[src/rtl/t31_delay_meter_pkg.sv]
// Shared types and constants for the delay meter.
package t31_delay_meter_pkg;

  typedef enum logic [1:0] {
    IDLE      = 2'd0,
    WAIT_RISE = 2'd1,
    WAIT_FALL = 2'd2,
    WAIT_OFF  = 2'd3
  } state_t;

  // Reported measurement kinds; the numeric value also selects the statistics slot.
  localparam logic [1:0] KIND_RISE = 2'b00;
  localparam logic [1:0] KIND_FALL = 2'b01;
  localparam logic [1:0] KIND_OFF  = 2'b10;

  localparam int unsigned NUM_KINDS = 3;

  // Statistics reset fill: minimums start all-ones, maximums start all-zeros.
  localparam logic STAT_MIN_FILL = 1'b1;
  localparam logic STAT_MAX_FILL = 1'b0;

endpackage

[src/rtl/t31_edge_detect.sv]
// Previous-sample register with rise/fall strobes for one synchronous input.
module t31_edge_detect (
  input  logic clk,
  input  logic rst_n,
  input  logic d,
  output logic rise,
  output logic fall
);

  logic prev;

  // Remember the value seen at the previous sample
  always_ff @(posedge clk or negedge rst_n) begin
    if (!rst_n) prev <= 1'b0;
    else        prev <= d;
  end

  assign rise = d & ~prev;
  assign fall = ~d & prev;

endmodule

[src/rtl/t31_delay_meter.sv]
// Measures rise, fall and turn-off delays of a gate under test and keeps per-kind min/max.
module t31_delay_meter #(
  parameter int unsigned CNT_W   = 8,
  parameter int unsigned TIMEOUT = 200
) (
  input  logic             clk,
  input  logic             rst_n,
  input  logic             clear,
  input  logic             stim,
  input  logic             ctrl,
  input  logic             resp,
  input  logic             resp_en,
  output logic             busy,
  output logic             meas_valid,
  output logic [1:0]       meas_kind,
  output logic [CNT_W-1:0] meas_delay,
  output logic             timeout,
  output logic [CNT_W-1:0] rise_min,
  output logic [CNT_W-1:0] rise_max,
  output logic [CNT_W-1:0] fall_min,
  output logic [CNT_W-1:0] fall_max,
  output logic [CNT_W-1:0] off_min,
  output logic [CNT_W-1:0] off_max
);

  import t31_delay_meter_pkg::*;

  localparam logic [CNT_W-1:0] CNT_ONE     = {{(CNT_W-1){1'b0}}, 1'b1};
  localparam logic [CNT_W-1:0] TIMEOUT_CNT = CNT_W'(TIMEOUT);
  localparam logic [CNT_W-1:0] MIN_INIT    = {CNT_W{STAT_MIN_FILL}};
  localparam logic [CNT_W-1:0] MAX_INIT    = {CNT_W{STAT_MAX_FILL}};

  logic stim_rise, stim_fall, ctrl_rise, ctrl_fall;
  logic resp_rise, resp_fall, en_rise, en_fall;

  t31_edge_detect u_stim_ed (.clk(clk), .rst_n(rst_n), .d(stim),    .rise(stim_rise), .fall(stim_fall));
  t31_edge_detect u_ctrl_ed (.clk(clk), .rst_n(rst_n), .d(ctrl),    .rise(ctrl_rise), .fall(ctrl_fall));
  t31_edge_detect u_resp_ed (.clk(clk), .rst_n(rst_n), .d(resp),    .rise(resp_rise), .fall(resp_fall));
  t31_edge_detect u_en_ed   (.clk(clk), .rst_n(rst_n), .d(resp_en), .rise(en_rise),   .fall(en_fall));

  // ctrl falling and resp_en rising carry no meaning for any measurement.
  logic unused_edges;
  assign unused_edges = ctrl_fall ^ en_rise;

  state_t           state, nxt_state;
  logic [CNT_W-1:0] cnt, nxt_cnt;
  logic             rpt, tmo_hit, wait_hit;
  logic [1:0]       rpt_kind;
  logic [CNT_W-1:0] rpt_delay;

  // Decide this sample's trigger, report or timeout from the current state and edges
  always_comb begin
    nxt_state = state;
    nxt_cnt   = cnt;
    rpt       = 1'b0;
    rpt_kind  = KIND_RISE;
    rpt_delay = '0;
    tmo_hit   = 1'b0;
    wait_hit  = 1'b0;
    unique case (state)
      IDLE: begin
        // Turn-off is already complete if the driver is released at the trigger sample.
        if (ctrl_rise) begin
          rpt_kind = KIND_OFF;
          if (!resp_en) rpt = 1'b1;
          else begin nxt_state = WAIT_OFF; nxt_cnt = CNT_ONE; end
        end else if (stim_rise) begin
          rpt_kind = KIND_RISE;
          if (resp_rise) rpt = 1'b1;
          else begin nxt_state = WAIT_RISE; nxt_cnt = CNT_ONE; end
        end else if (stim_fall) begin
          rpt_kind = KIND_FALL;
          if (resp_fall) rpt = 1'b1;
          else begin nxt_state = WAIT_FALL; nxt_cnt = CNT_ONE; end
        end
      end
      WAIT_RISE, WAIT_FALL, WAIT_OFF: begin
        if (state == WAIT_RISE) begin
          rpt_kind = KIND_RISE;
          wait_hit = resp_rise;
        end else if (state == WAIT_FALL) begin
          rpt_kind = KIND_FALL;
          wait_hit = resp_fall;
        end else begin
          rpt_kind = KIND_OFF;
          wait_hit = en_fall;
        end
        if (wait_hit) begin
          rpt       = 1'b1;
          rpt_delay = cnt;
          nxt_state = IDLE;
          nxt_cnt   = '0;
        end else if (cnt == TIMEOUT_CNT) begin
          tmo_hit   = 1'b1;
          nxt_state = IDLE;
          nxt_cnt   = '0;
        end else begin
          nxt_cnt = cnt + CNT_ONE;
        end
      end
    endcase
  end

  // Measurement FSM with registered status and result outputs
  always_ff @(posedge clk or negedge rst_n) begin
    if (!rst_n) begin
      state      <= IDLE;
      cnt        <= '0;
      busy       <= 1'b0;
      meas_valid <= 1'b0;
      timeout    <= 1'b0;
      meas_kind  <= KIND_RISE;
      meas_delay <= '0;
    end else if (clear) begin
      state      <= IDLE;
      cnt        <= '0;
      busy       <= 1'b0;
      meas_valid <= 1'b0;
      timeout    <= 1'b0;
      meas_kind  <= KIND_RISE;
      meas_delay <= '0;
    end else begin
      state      <= nxt_state;
      cnt        <= nxt_cnt;
      busy       <= (nxt_state != IDLE);
      meas_valid <= rpt;
      timeout    <= tmo_hit;
      if (rpt) begin
        meas_kind  <= rpt_kind;
        meas_delay <= rpt_delay;
      end
    end
  end

  for (genvar k = 0; k < NUM_KINDS; k++) begin : g_stat
    logic [CNT_W-1:0] lo, hi;
    logic             upd;

    assign upd = rpt && (rpt_kind == 2'(k));

    // Fold each reported delay of this kind into its running min/max
    always_ff @(posedge clk or negedge rst_n) begin
      if (!rst_n) begin
        lo <= MIN_INIT;
        hi <= MAX_INIT;
      end else if (clear) begin
        lo <= MIN_INIT;
        hi <= MAX_INIT;
      end else if (upd) begin
        if (rpt_delay < lo) lo <= rpt_delay;
        if (rpt_delay > hi) hi <= rpt_delay;
      end
    end
  end

  // Slot index equals the kind code: 0 rise, 1 fall, 2 turn-off.
  assign rise_min = g_stat[0].lo;
  assign rise_max = g_stat[0].hi;
  assign fall_min = g_stat[1].lo;
  assign fall_max = g_stat[1].hi;
  assign off_min  = g_stat[2].lo;
  assign off_max  = g_stat[2].hi;

endmodule

[config.mk]
export PLATFORM = sky130hd
export DESIGN_NAME = t31_delay_meter
export DESIGN_NICKNAME = d
export VERILOG_FILES = /design/src/rtl/t31_delay_meter_pkg.sv /design/src/rtl/t31_edge_detect.sv /design/src/rtl/t31_delay_meter.sv
export SDC_FILE = /design/constraint.sdc
export NUM_CORES = 1
export LEC_CHECK = 0
export CAP_MARGIN = 10
export CORE_MARGIN = 1.5
export CORE_UTILIZATION = 30
export CTS_CLUSTER_SIZE = 8
export DETAILED_ROUTE_END_ITERATION = 8
export DONT_BUFFER_PORTS = 1
export GPL_TIMING_DRIVEN = 0
export PLACE_DENSITY = 0.44
export RECOVER_POWER = 25
export SLEW_MARGIN = 20
export SYNTH_ARGS = -nofsm -noshare
export SYNTH_HDL_FRONTEND = slang
export SYNTH_SLANG_ARGS = --single-unit
[constraint.sdc]
create_clock -name clk -period 4.48 [get_ports clk]
set_input_delay 1.12 -clock clk [delete_from_list [all_inputs] [get_ports clk]]
set_output_delay 1.12 -clock clk [all_outputs]
set_load 0.01 [all_outputs]
Word level (Yosys, flattened, before mapping)
Cells that the tools add are included.
- register bits: 75
- input port bits: 7
- output and inout port bits: 61
- word-level logic and storage cells: 137
- add/subtract/negate cells: 1
- $lt $le $gt $ge: 6
- equality and inequality tests: 10
- muxes and demuxes: 67
- bitwise operators: 12
- reductions and logical operators: 24
- operators with widths (operator ; count):
    two-way mux 8 bit ; 31
    two-way mux 2 bit ; 14
    greater-than comparator 8 bit ; 3
    < comparator 8 bit ; 3
    nonzero test 2 bit ; 11
    two-way mux 1 bit ; 18
    case mux 8 bit (2 select lines) ; 1
    != test 5 bit (second input constant) ; 3
    AND reduction 2 bit ; 6
    adder 8 x 1 -> 8 bit (second input constant) ; 1
    equality test 8 bit (second input constant) ; 1
    case mux 2 bit (2 select lines) ; 2
    AND 1 bit ; 6
    equality test 2 bit (second input constant) ; 3
    inverter 1 bit ; 6
    equality test 2 x 1 -> 1 bit (second input constant) ; 2
    logical NOT 2 bit ; 2
    != test 4 bit (second input constant) ; 1
    AND reduction 4 bit ; 1
    logical AND 1 bit ; 3
    OR reduction 3 bit ; 1
    case mux 1 bit (2 select lines) ; 1

Depth between registers and ports, before layout
Gate-level depths: netlist of run 1.
- word-level depth: 11
- depth in mapped cells: 13
- mapped depth without buffers: 12

Modules after synthesis
Synthesis of run 1 repeated with hierarchy kept, for this count alone.
- cells, all modules: 476
- area total of the unflattened synthesis: 4714.5 um^2
- by module, submodules not included (module ; times used ; cells an instance ; area each (um^2) ; sequential area each (um^2)):
    t31_delay_meter ; 1 ; 464 ; 4554.4 ; 1806.7
    t31_edge_detect ; 4 ; 3 ; 40.0 ; 25.0

Least setup slack after synthesis of run 1
OpenSTA, ideal clock, no wires.
- path kind: input-to-reg
- from: in resp_en
- to: reg g_stat[2].lo[0], in the netlist off_min[0]
- library setup time: 75 ps
- arrival: 3833 ps
- data required time: 4405 ps
- setup slack: 572 ps
- cell stages on the path: 10
- path buffers: 1
- cells stage by stage: or4b_1 buf_2 a31oi_2 and2_1 ha_1 and4_1 a21oi_1 o21ai_0 nor4_4 mux2i_1
- word-level cells in the longest chain between the ends: 10
- elaborated cells on any way between the ends: 19
- those cells by class: 1 x order compare; 12 x mux; 2 x bitwise; 4 x reduce/logical
- RTL lines (what ; line ; text):
    from (decl) ; t31_delay_meter.sv:12 ; input logic resp_en,
    inverter 1 bit ; t31_edge_detect.sv:19 ; assign fall = ~d & prev;
    AND 1 bit ; t31_edge_detect.sv:19 ;
    two-way mux 1 bit ; t31_delay_meter.sv:81 ; end else if (state == WAIT_FALL) begin
    two-way mux 1 bit ; t31_delay_meter.sv:78 ; if (state == WAIT_RISE) begin
    two-way mux 1 bit ; t31_delay_meter.sv:60 ; unique case (state)
    two-way mux 8 bit / two-way mux 1 bit (equally long branches) ; t31_delay_meter.sv:88 ; if (wait_hit) begin
    two-way mux 8 bit / case mux 1 bit (2 select lines) (equally long branches) ; t31_delay_meter.sv:60 ;
    < comparator 8 bit (tied with other cells) ; t31_delay_meter.sv:150 ; if (rpt_delay < lo) lo <= rpt_delay;
    nonzero test 2 bit (no line) / two-way mux 8 bit (equally long branches) ; n/a ;
    AND reduction 2 bit (no line) / two-way mux 8 bit (equally long branches) ; n/a ;
    to (signal assigned) ; t31_delay_meter.sv:150 ;
    to (decl) ; t31_delay_meter.sv:136 ; logic [CNT_W-1:0] lo, hi;
Several ways; a longest one is shown, not always the timed one. The select of a mux whose other input is x is not followed.
A chain may end at the register's enable or synchronous reset.

Worst setup path after layout of run 1
- from: in resp_en
- to: reg g_stat[0].lo[0], in the netlist rise_min[0]
- word-level cells in the longest chain between the ends: 10
- elaborated cells on any way between the ends: 19
- those cells by class: 1 x order compare; 12 x mux; 2 x bitwise; 4 x reduce/logical
- RTL lines (what ; line):
    inverter 1 bit ; t31_edge_detect.sv:19
    AND 1 bit ; t31_edge_detect.sv:19
    two-way mux 1 bit ; t31_delay_meter.sv:81
    two-way mux 1 bit ; t31_delay_meter.sv:78
    two-way mux 1 bit ; t31_delay_meter.sv:60
    two-way mux 8 bit / two-way mux 1 bit (equally long branches) ; t31_delay_meter.sv:88
    two-way mux 8 bit / case mux 1 bit (2 select lines) (equally long branches) ; t31_delay_meter.sv:60
    < comparator 8 bit (tied with other cells) ; t31_delay_meter.sv:150
    nonzero test 2 bit (no line) / two-way mux 8 bit (equally long branches) ; n/a
    AND reduction 2 bit (no line) / two-way mux 8 bit (equally long branches) ; n/a
    to (signal assigned) ; t31_delay_meter.sv:150
    to (decl) ; t31_delay_meter.sv:136
Several ways; a longest one is shown, not always the timed one. The select of a mux whose other input is x is not followed.

==> results.yml, run 1 <==
status:
  status: "finished, final reports clean"
run:
  drv_cap: 0
sta:
  setup_viol: 0
  setup_tns_ps: 0
  finalWorstPathRequiredPeriod_ps: 4129
  timing.slew.headroom: 0.3210
  timing_hold_violations_final: 0
  final_clock_skew_ps: 9.952
  setup_repair_after_global_routing_missed_its_margin: "no"
  worst_slew_pin_slew_ps: 1011
  finalCritPeriodShare: 0.9217
  fin_ws_ps: 350.8
  timing.hold.ws_ps: 473.8
  timing.final.max_slew_violations: 0
  clock.fmax_mhz: 242.2
synth:
  synth_sequential_area_ratio: 0.3984
  synth_flop_cell: "sky130_fd_sc_hd__dfrtp_1"
  synth-warning-count: 0
  synth-seq-cells: 75
  synth.cell_area_mm2: 0.004786
  syn-instance-count: 492
  async_flop_share: 1.000
  synth_nets: 540
  post_synth.cell_area_avg_um2: 9.727
  post_synth_num_cell_types: 66
  synth-edff-count: 0
clock_tree:
  clk_transition_reported_paths_ps: 60
  cts_buffers: 9
  maximum_number_of_buffers_from_clock_root_to_sink: 2
  clock-root-buffer: "sky130_fd_sc_hd__clkbuf_16"
  clk-insertion-delay-late_ps: 350
  cts.sink_count: 75
  tritoncts: "built"
  post-cts-setup-buffer-count: 0
  ctsResizeCount: 0
  cts-hold-fix-buffers: 0
  htree_levels: 3
critical_path:
  critical_path_arrival_ps: 4400
  timing.critical_path.required_ps: 4750
  critical_path.endpoint_type: "flop"
  critPathLaunchType: "input pin"
  regToRegSetupSlack_ps: 410
  critPathKind: "input pin to flop"
  path_max_fanout: 8
  worst_r2r_startpoint: "state[0]"
  reg2regPathDepth: 13
  timing.rr.end: "rise_min[0]"
global_route:
  grt_overflow_total: 0
  antenna_found_initial: 0
  first_global_vias: 3791
  track_usage: 0.1786
  wire_length_of_the_first_global_routing_pass_um: 22150
  grt_max_degree: 76
place:
  dpl_worst_slack_ps: -81.91
  placed_instance_area_mm2: 0.005050
  detailedPlacementHpwl_um: 10230
  placedCellCount: 703
  finalWeightedCongestion: 0.8144
  port_buffers: 0
floorplanning:
  die_h_um: 129.3
  fp.dieArea_mm2: 0.01672
  std_cell_rows: 45
  start_util: 0.3114
  die-width_um: 129.3
  core_area_mm2: 0.01537
  ioPinCount: 68
cells_and_area:
  final_layout_size_suffix_gt1_frac: 0.1065
  stdcell_count: 718
  layout-area-overhead-vs-synth_pct: 11.45
  seq_area_mm2: 0.001907
  fin_nets: 551
  final_util: 0.3470
  final_design_area_no_fill_mm2: 0.005334
  multi_input_comb_area_mm2: 0.002656
  fillers: 1591
  diodes: 0
power:
  power_density_mw_per_mm2: 321.8
  post-layout-total-power_mw: 1.717
  power.static_leakage_nw: 2.428
  ir_worst_vdd_uv: 175.5
routing:
  drcViolationCount: 0
  detail-route-antenna-nets: 0
  wl_per_cell_um: 19.42
  drt-pass1-iter-count: 4
  via_density_per_instance: 5.160
  drt_iter0_markers: 192
  vias: 3705
  routed_wl_um: 13940
worst_hold_path:
  hold_class: "input pin to async pin"
## power by group
group / internal [mW] / switching [mW]
Clock: 0.427 / 0.303
Combinational: 0.0738 / 0.132
Sequential: 0.730 / 0.0514
## worst max path at each step
stage	to	startpoint	slack (ps)
4_1_cts	rise_min[0]	resp_en	280
6_report	rise_min[0]	resp_en	350
3_3_place_gp	off_min[7]	resp_en	-100
5_1_grt	rise_min[4]	resp_en	30
3_5_place_dp	rise_min[0]	resp_en	-80
2_1_floorplan	off_min[0]	resp_en	570
## worst max-delay path: stages
cell and delay (ps):
sky130_fd_sc_hd__or4b_1 500, sky130_fd_sc_hd__buf_2 190, sky130_fd_sc_hd__a31oi_2 290, sky130_fd_sc_hd__and2_1 430
sky130_fd_sc_hd__ha_1 330, sky130_fd_sc_hd__a21oi_1 150, sky130_fd_sc_hd__nor2b_1 50, sky130_fd_sc_hd__o21ai_0 160
sky130_fd_sc_hd__nand4_1 130, sky130_fd_sc_hd__nor3_2 760, sky130_fd_sc_hd__mux2i_1 280
## metal layers
| metal | GRT usage | up-vias | wire length [um] |
|---|---|---|---|
| met1 | 0.2309 | 1824 | 6502 |
| met5 | 0 | - | 0 |
| li1 | - | 1778 | - |
| met4 | 0.05420 | 0 | 179 |
| met2 | 0.2854 | 92 | 6378 |
| met3 | 0.05656 | 11 | 880 |
## registers in the layout, summed over array words and instances, names as in the netlist, 2 cells and up
| register | count |
|---|---|
| cnt | 8 |
| meas_delay | 8 |
| rise_max | 8 |
| fall_max | 8 |
| fall_min | 8 |
| off_max | 8 |
| state | 2 |
| meas_kind | 2 |
| off_min | 8 |
| rise_min | 8 |
## final cells by class
cell class	instances	share of cell area
flip-flops and latches	75	0.3575
inverters	46	0.03237
clock buffers	10	0.04293
plain buffers	13	0.009383
well taps	211	0.04950
clock inverters	5	0.01032
multi-input cells	358	0.4980
## cells by family (layout without fill, tap and decap cells)
family,count (synthesis),after routing,synth area share
AND/OR/NAND/NOR,182,182,0.2157
AO/OA/AOI/OAI,80,80,0.1182
flip-flops,75,75,0.3984
buffers and inverters,59,74,0.04654
multiplexers,47,47,0.09830
adder cells (fa/ha/maj),45,45,0.1156
XOR/XNOR,4,4,0.007322
## cells in the final DEF (no fill, tap or decap), types with 2 or more instances in the layout
master                      instances
sky130_fd_sc_hd__nor4_1             2
sky130_fd_sc_hd__clkbuf_16          9
sky130_fd_sc_hd__o2111ai_1          2
sky130_fd_sc_hd__a221oi_1           2
sky130_fd_sc_hd__nand4b_1           2
sky130_fd_sc_hd__o21ai_0           17
sky130_fd_sc_hd__nand4_1            6
sky130_fd_sc_hd__nor4b_1            2
sky130_fd_sc_hd__or2_2              2
sky130_fd_sc_hd__dfstp_2           24
sky130_fd_sc_hd__nand3b_1           2
sky130_fd_sc_hd__a211oi_1           3
sky130_fd_sc_hd__o31ai_1            4
sky130_fd_sc_hd__a21o_1             2
sky130_fd_sc_hd__nor3_1             6
sky130_fd_sc_hd__xor2_1             3
sky130_fd_sc_hd__nor2b_1            6
sky130_fd_sc_hd__and3_1             3
sky130_fd_sc_hd__inv_1             46
sky130_fd_sc_hd__o32ai_1            2
sky130_fd_sc_hd__o211ai_1           2
sky130_fd_sc_hd__nand3_1           14
sky130_fd_sc_hd__nor2_1            44
sky130_fd_sc_hd__nor4bb_1           3
sky130_fd_sc_hd__nand2b_1          29
sky130_fd_sc_hd__a21oi_1           16
sky130_fd_sc_hd__dfrtp_1           51
sky130_fd_sc_hd__nor4_4             3
sky130_fd_sc_hd__clkbuf_1          13
sky130_fd_sc_hd__maj3_1             4
sky130_fd_sc_hd__ha_1              41
sky130_fd_sc_hd__and2_1             7
sky130_fd_sc_hd__nand2_1           38
sky130_fd_sc_hd__and4_1             4
sky130_fd_sc_hd__o21ai_2            2
sky130_fd_sc_hd__a31oi_1            9
sky130_fd_sc_hd__mux2i_1           47
## synthesized netlist by cell type (2+ instances only)
cell	n	area share
sky130_fd_sc_hd__nor4b_1	2	0.0037
sky130_fd_sc_hd__xor2_1	3	0.0055
sky130_fd_sc_hd__dfstp_2	24	0.13
sky130_fd_sc_hd__o211ai_1	2	0.0031
sky130_fd_sc_hd__inv_1	46	0.036
sky130_fd_sc_hd__ha_1	41	0.11
sky130_fd_sc_hd__nand3b_1	2	0.0031
sky130_fd_sc_hd__clkbuf_1	12	0.0094
sky130_fd_sc_hd__nor4bb_1	3	0.0063
sky130_fd_sc_hd__nand2_1	38	0.030
sky130_fd_sc_hd__a221oi_1	2	0.0037
sky130_fd_sc_hd__a211oi_1	3	0.0047
sky130_fd_sc_hd__nand3_1	14	0.015
sky130_fd_sc_hd__and3_1	3	0.0039
sky130_fd_sc_hd__o31ai_1	4	0.0063
sky130_fd_sc_hd__nor2b_1	6	0.0078
sky130_fd_sc_hd__nand4b_1	2	0.0037
sky130_fd_sc_hd__o21ai_0	17	0.018
sky130_fd_sc_hd__a31oi_1	9	0.012
sky130_fd_sc_hd__o32ai_1	2	0.0037
sky130_fd_sc_hd__nor2_1	44	0.035
sky130_fd_sc_hd__nand4_1	6	0.0078
sky130_fd_sc_hd__maj3_1	4	0.0084
sky130_fd_sc_hd__nand2b_1	29	0.038
sky130_fd_sc_hd__a21o_1	2	0.0031
sky130_fd_sc_hd__mux2i_1	47	0.098
sky130_fd_sc_hd__or2_2	2	0.0026
sky130_fd_sc_hd__and4_1	4	0.0073
sky130_fd_sc_hd__nor4_4	3	0.013
sky130_fd_sc_hd__nor4_1	2	0.0026
sky130_fd_sc_hd__o2111ai_1	2	0.0037
sky130_fd_sc_hd__a21oi_1	16	0.017
sky130_fd_sc_hd__nor3_1	6	0.0063
sky130_fd_sc_hd__and2_1	7	0.0091
sky130_fd_sc_hd__dfrtp_1	51	0.27
sky130_fd_sc_hd__o21ai_2	2	0.0037
No activity file was read; power rests on OpenSTA's default activity.
==> run 2, diff against run 1 <==
--- a/config.mk
+++ b/config.mk
@@ -6,7 +6,7 @@
 export NUM_CORES = 1
 export LEC_CHECK = 0
 export CAP_MARGIN = 10
-export CORE_MARGIN = 1.5
+export CORE_MARGIN = 2
 export CORE_UTILIZATION = 30
 export CTS_CLUSTER_SIZE = 8
 export DETAILED_ROUTE_END_ITERATION = 8
==> results.yml, run 2 (synthesized netlist as in run 1, its figures left out) <==
status:
  status: "finished, final reports clean"
clock_tree:
  htree_levels: 3
  maximum_number_of_buffers_from_clock_root_to_sink: 2
  tritoncts: "built"
  clk_transition_reported_paths_ps: 60
  clock-root-buffer: "sky130_fd_sc_hd__clkbuf_16"
  clk-insertion-delay-late_ps: 340
  cts.sink_count: 75
  cts-hold-fix-buffers: 0
  cts_buffers: 9
critical_path:
  critPathKind: "input pin to flop"
  path_delay_family: "simple AND/OR/NAND/NOR gates"
  critical_path.endpoint_type: "flop"
  critical_path.cell_chain: "or4b_1, buf_2, a31oi_2, and2_1, ha_1, and4_1, a21oi_1, o21ai_0, nor4_4, mux2i_1"
  timing.rr.end: "off_min[2]"
  buffers_plus_inverters_on_the_worst_setup_path: 1
  critPathLaunchType: "input pin"
  critical_path_arrival_ps: 4420
  regToRegSetupSlack_ps: 400
  reg2regPathDepth: 12
  path_max_fanout: 8
  slowest_delay_ps: 770
  worst_r2r_startpoint: "state[0]"
  cpMaxStageDelayCell: "sky130_fd_sc_hd__nor4_4"
  timing.critical_path.required_ps: 4750
sta:
  timing.slew.headroom: 0.3045
  finalWorstPathRequiredPeriod_ps: 4156
  timing.hold.ws_ps: 479.3
  setup_repair_after_global_routing_missed_its_margin: "no"
  worst_slew_pin_slew_ps: 1035
  setup_viol: 0
  setup_tns_ps: 0
  finalCritPeriodShare: 0.9277
  clock.fmax_mhz: 240.6
  final_clock_skew_ps: 9.814
  timing_hold_violations_final: 0
  timing.final.max_slew_violations: 0
power:
  power.static_leakage_nw: 2.441
  switching_share: 0.2691
  clkPwrFrac: 0.448
  p_comb_frac: 0.116
  power_frac_seq: 0.436
  power.switching_mw: 0.4816
  power.internal_mw: 1.308
  power_density_mw_per_mm2: 332.4
  ir_worst_vdd_uv: 180.7
  post-layout-total-power_mw: 1.790
run:
  drv_cap: 0
floorplanning:
  fp.dieArea_mm2: 0.01698
  std_cell_rows: 46
  start_util: 0.3046
  die_h_um: 130.3
  ioPinCount: 68
  core_area_mm2: 0.01571
  die-width_um: 130.3
place:
  finalWeightedCongestion: 0.7967
  port_buffers: 0
  detailedPlacementHpwl_um: 10360
routing:
  drt_iter0_markers: 174
  drcViolationCount: 0
  vias: 3773
  drt-pass1-iter-count: 5
  wl_per_cell_um: 19.31
  routed_wl_um: 13980
  detail-route-antenna-nets: 0
  via_density_per_instance: 5.211
cells_and_area:
  fin_nets: 551
  fillers: 1609
  layout_common_cells: "sky130_fd_sc_hd__dfrtp_1 (51), sky130_fd_sc_hd__mux2i_1 (47), sky130_fd_sc_hd__inv_1 (46)"
  diodes: 0
  final_layout_size_suffix_gt1_frac: 0.1083
  layout-area-overhead-vs-synth_pct: 12.50
  layout.cells.most_common: "sky130_fd_sc_hd__dfrtp_1"
worst_hold_path:
  hold_class: "input pin to async pin"
global_route:
  track_usage: 0.1726
  antenna_found_initial: 0
  grt_max_degree: 76
  wire_length_of_the_first_global_routing_pass_um: 21780
  first_global_vias: 3713
  grt_overflow_total: 0
run 2: cell types whose count changed in the layout (fill, tap and decap cells not counted):
| cell | change |
|---|---|
| sky130_fd_sc_hd__clkinv_1 | -1 |
| sky130_fd_sc_hd__clkbuf_1 | +1 |
| sky130_fd_sc_hd__clkinv_4 | -1 |
| sky130_fd_sc_hd__clkbuf_8 | +1 |
| sky130_fd_sc_hd__nor3_4 | +1 |
| sky130_fd_sc_hd__clkinvlp_4 | +1 |
| sky130_fd_sc_hd__nor3_2 | -1 |
| sky130_fd_sc_hd__bufinv_16 | +1 |
| sky130_fd_sc_hd__clkinv_2 | -1 |
run 2: worst max path at each step:
stage | startpoint | cells past startpoint | endpoint | slack (ps)
floorplan | resp_en | 10 | off_min[0] | 570
global placement | resp_en | 11 | rise_min[6] | -160
detailed placement | resp_en | 11 | rise_min[5] | -200
CTS | resp_en | 11 | rise_min[5] | 180
global route | resp_en | 10 | off_min[7] | 60
finish | resp_en | 10 | off_min[2] | 320
run 2: worst register-to-register path, cell delays in order (launching register included):
cell and delay, ps:
sky130_fd_sc_hd__dfrtp_1 350, sky130_fd_sc_hd__inv_1 80, sky130_fd_sc_hd__ha_1 270, sky130_fd_sc_hd__or4b_1 510, sky130_fd_sc_hd__buf_2 200, sky130_fd_sc_hd__a31oi_2 280, sky130_fd_sc_hd__and2_1 420, sky130_fd_sc_hd__ha_1 320
sky130_fd_sc_hd__and4_1 240, sky130_fd_sc_hd__a21oi_1 140, sky130_fd_sc_hd__o21ai_0 170, sky130_fd_sc_hd__nor4_4 770, sky130_fd_sc_hd__mux2i_1 270
run 2: stage by stage:
step,instance area (um2),std cells,worst slack [ps],utilization
6_report,5384,724,323.7,0.3427
5_1_grt,5384,724,55.36,0.3427
4_1_cts,5378,724,177.7,0.3423
3_5_place_dp,5056,708,-198.6,0.3218
3_3_place_gp,5056,708,-162.4,0.3218
2_1_floorplan,4786,492,571.7,-
run 2: area by class of cell:
cell class / count / area [um2] / area share
clock inverters: 4 / 75.07 / 0.01394
clock buffers: 12 / 246.5 / 0.04578
inverters: 46 / 172.7 / 0.03207
well taps: 216 / 270.3 / 0.05020
plain buffers: 13 / 50.05 / 0.009296
flip-flops and latches: 75 / 1907 / 0.3542
multi-input cells: 358 / 2663 / 0.4945
run 2: power by group through the flow:
stage | combinational (mW) | sequential, mW | clock (mW)
finish | 0.208 | 0.781 | 0.801
global route | 0.233 | 0.788 | 0.852
CTS | 0.208 | 0.782 | 0.824
detailed placement | 0.206 | 0.793 | 0
global placement | 0.204 | 0.792 | 0
floorplan | 0.155 | 0.778 | 0
run 2: what timing repair did:
action,CTS,global route
buffers inserted,0,0
setup endpoints to repair,0,2
resized for setup,0,1
run 2: per-layer routing:
| metal | vias up | part of all wire | track usage |
|---|---|---|---|
| met4 | 0 | 0.016 | 0.05756 |
| met1 | 1877 | 0.46 | 0.2270 |
| met5 | - | 0 | 0 |
| met3 | 16 | 0.057 | 0.04551 |
| met2 | 102 | 0.46 | 0.2763 |
| li1 | 1778 | - | - |
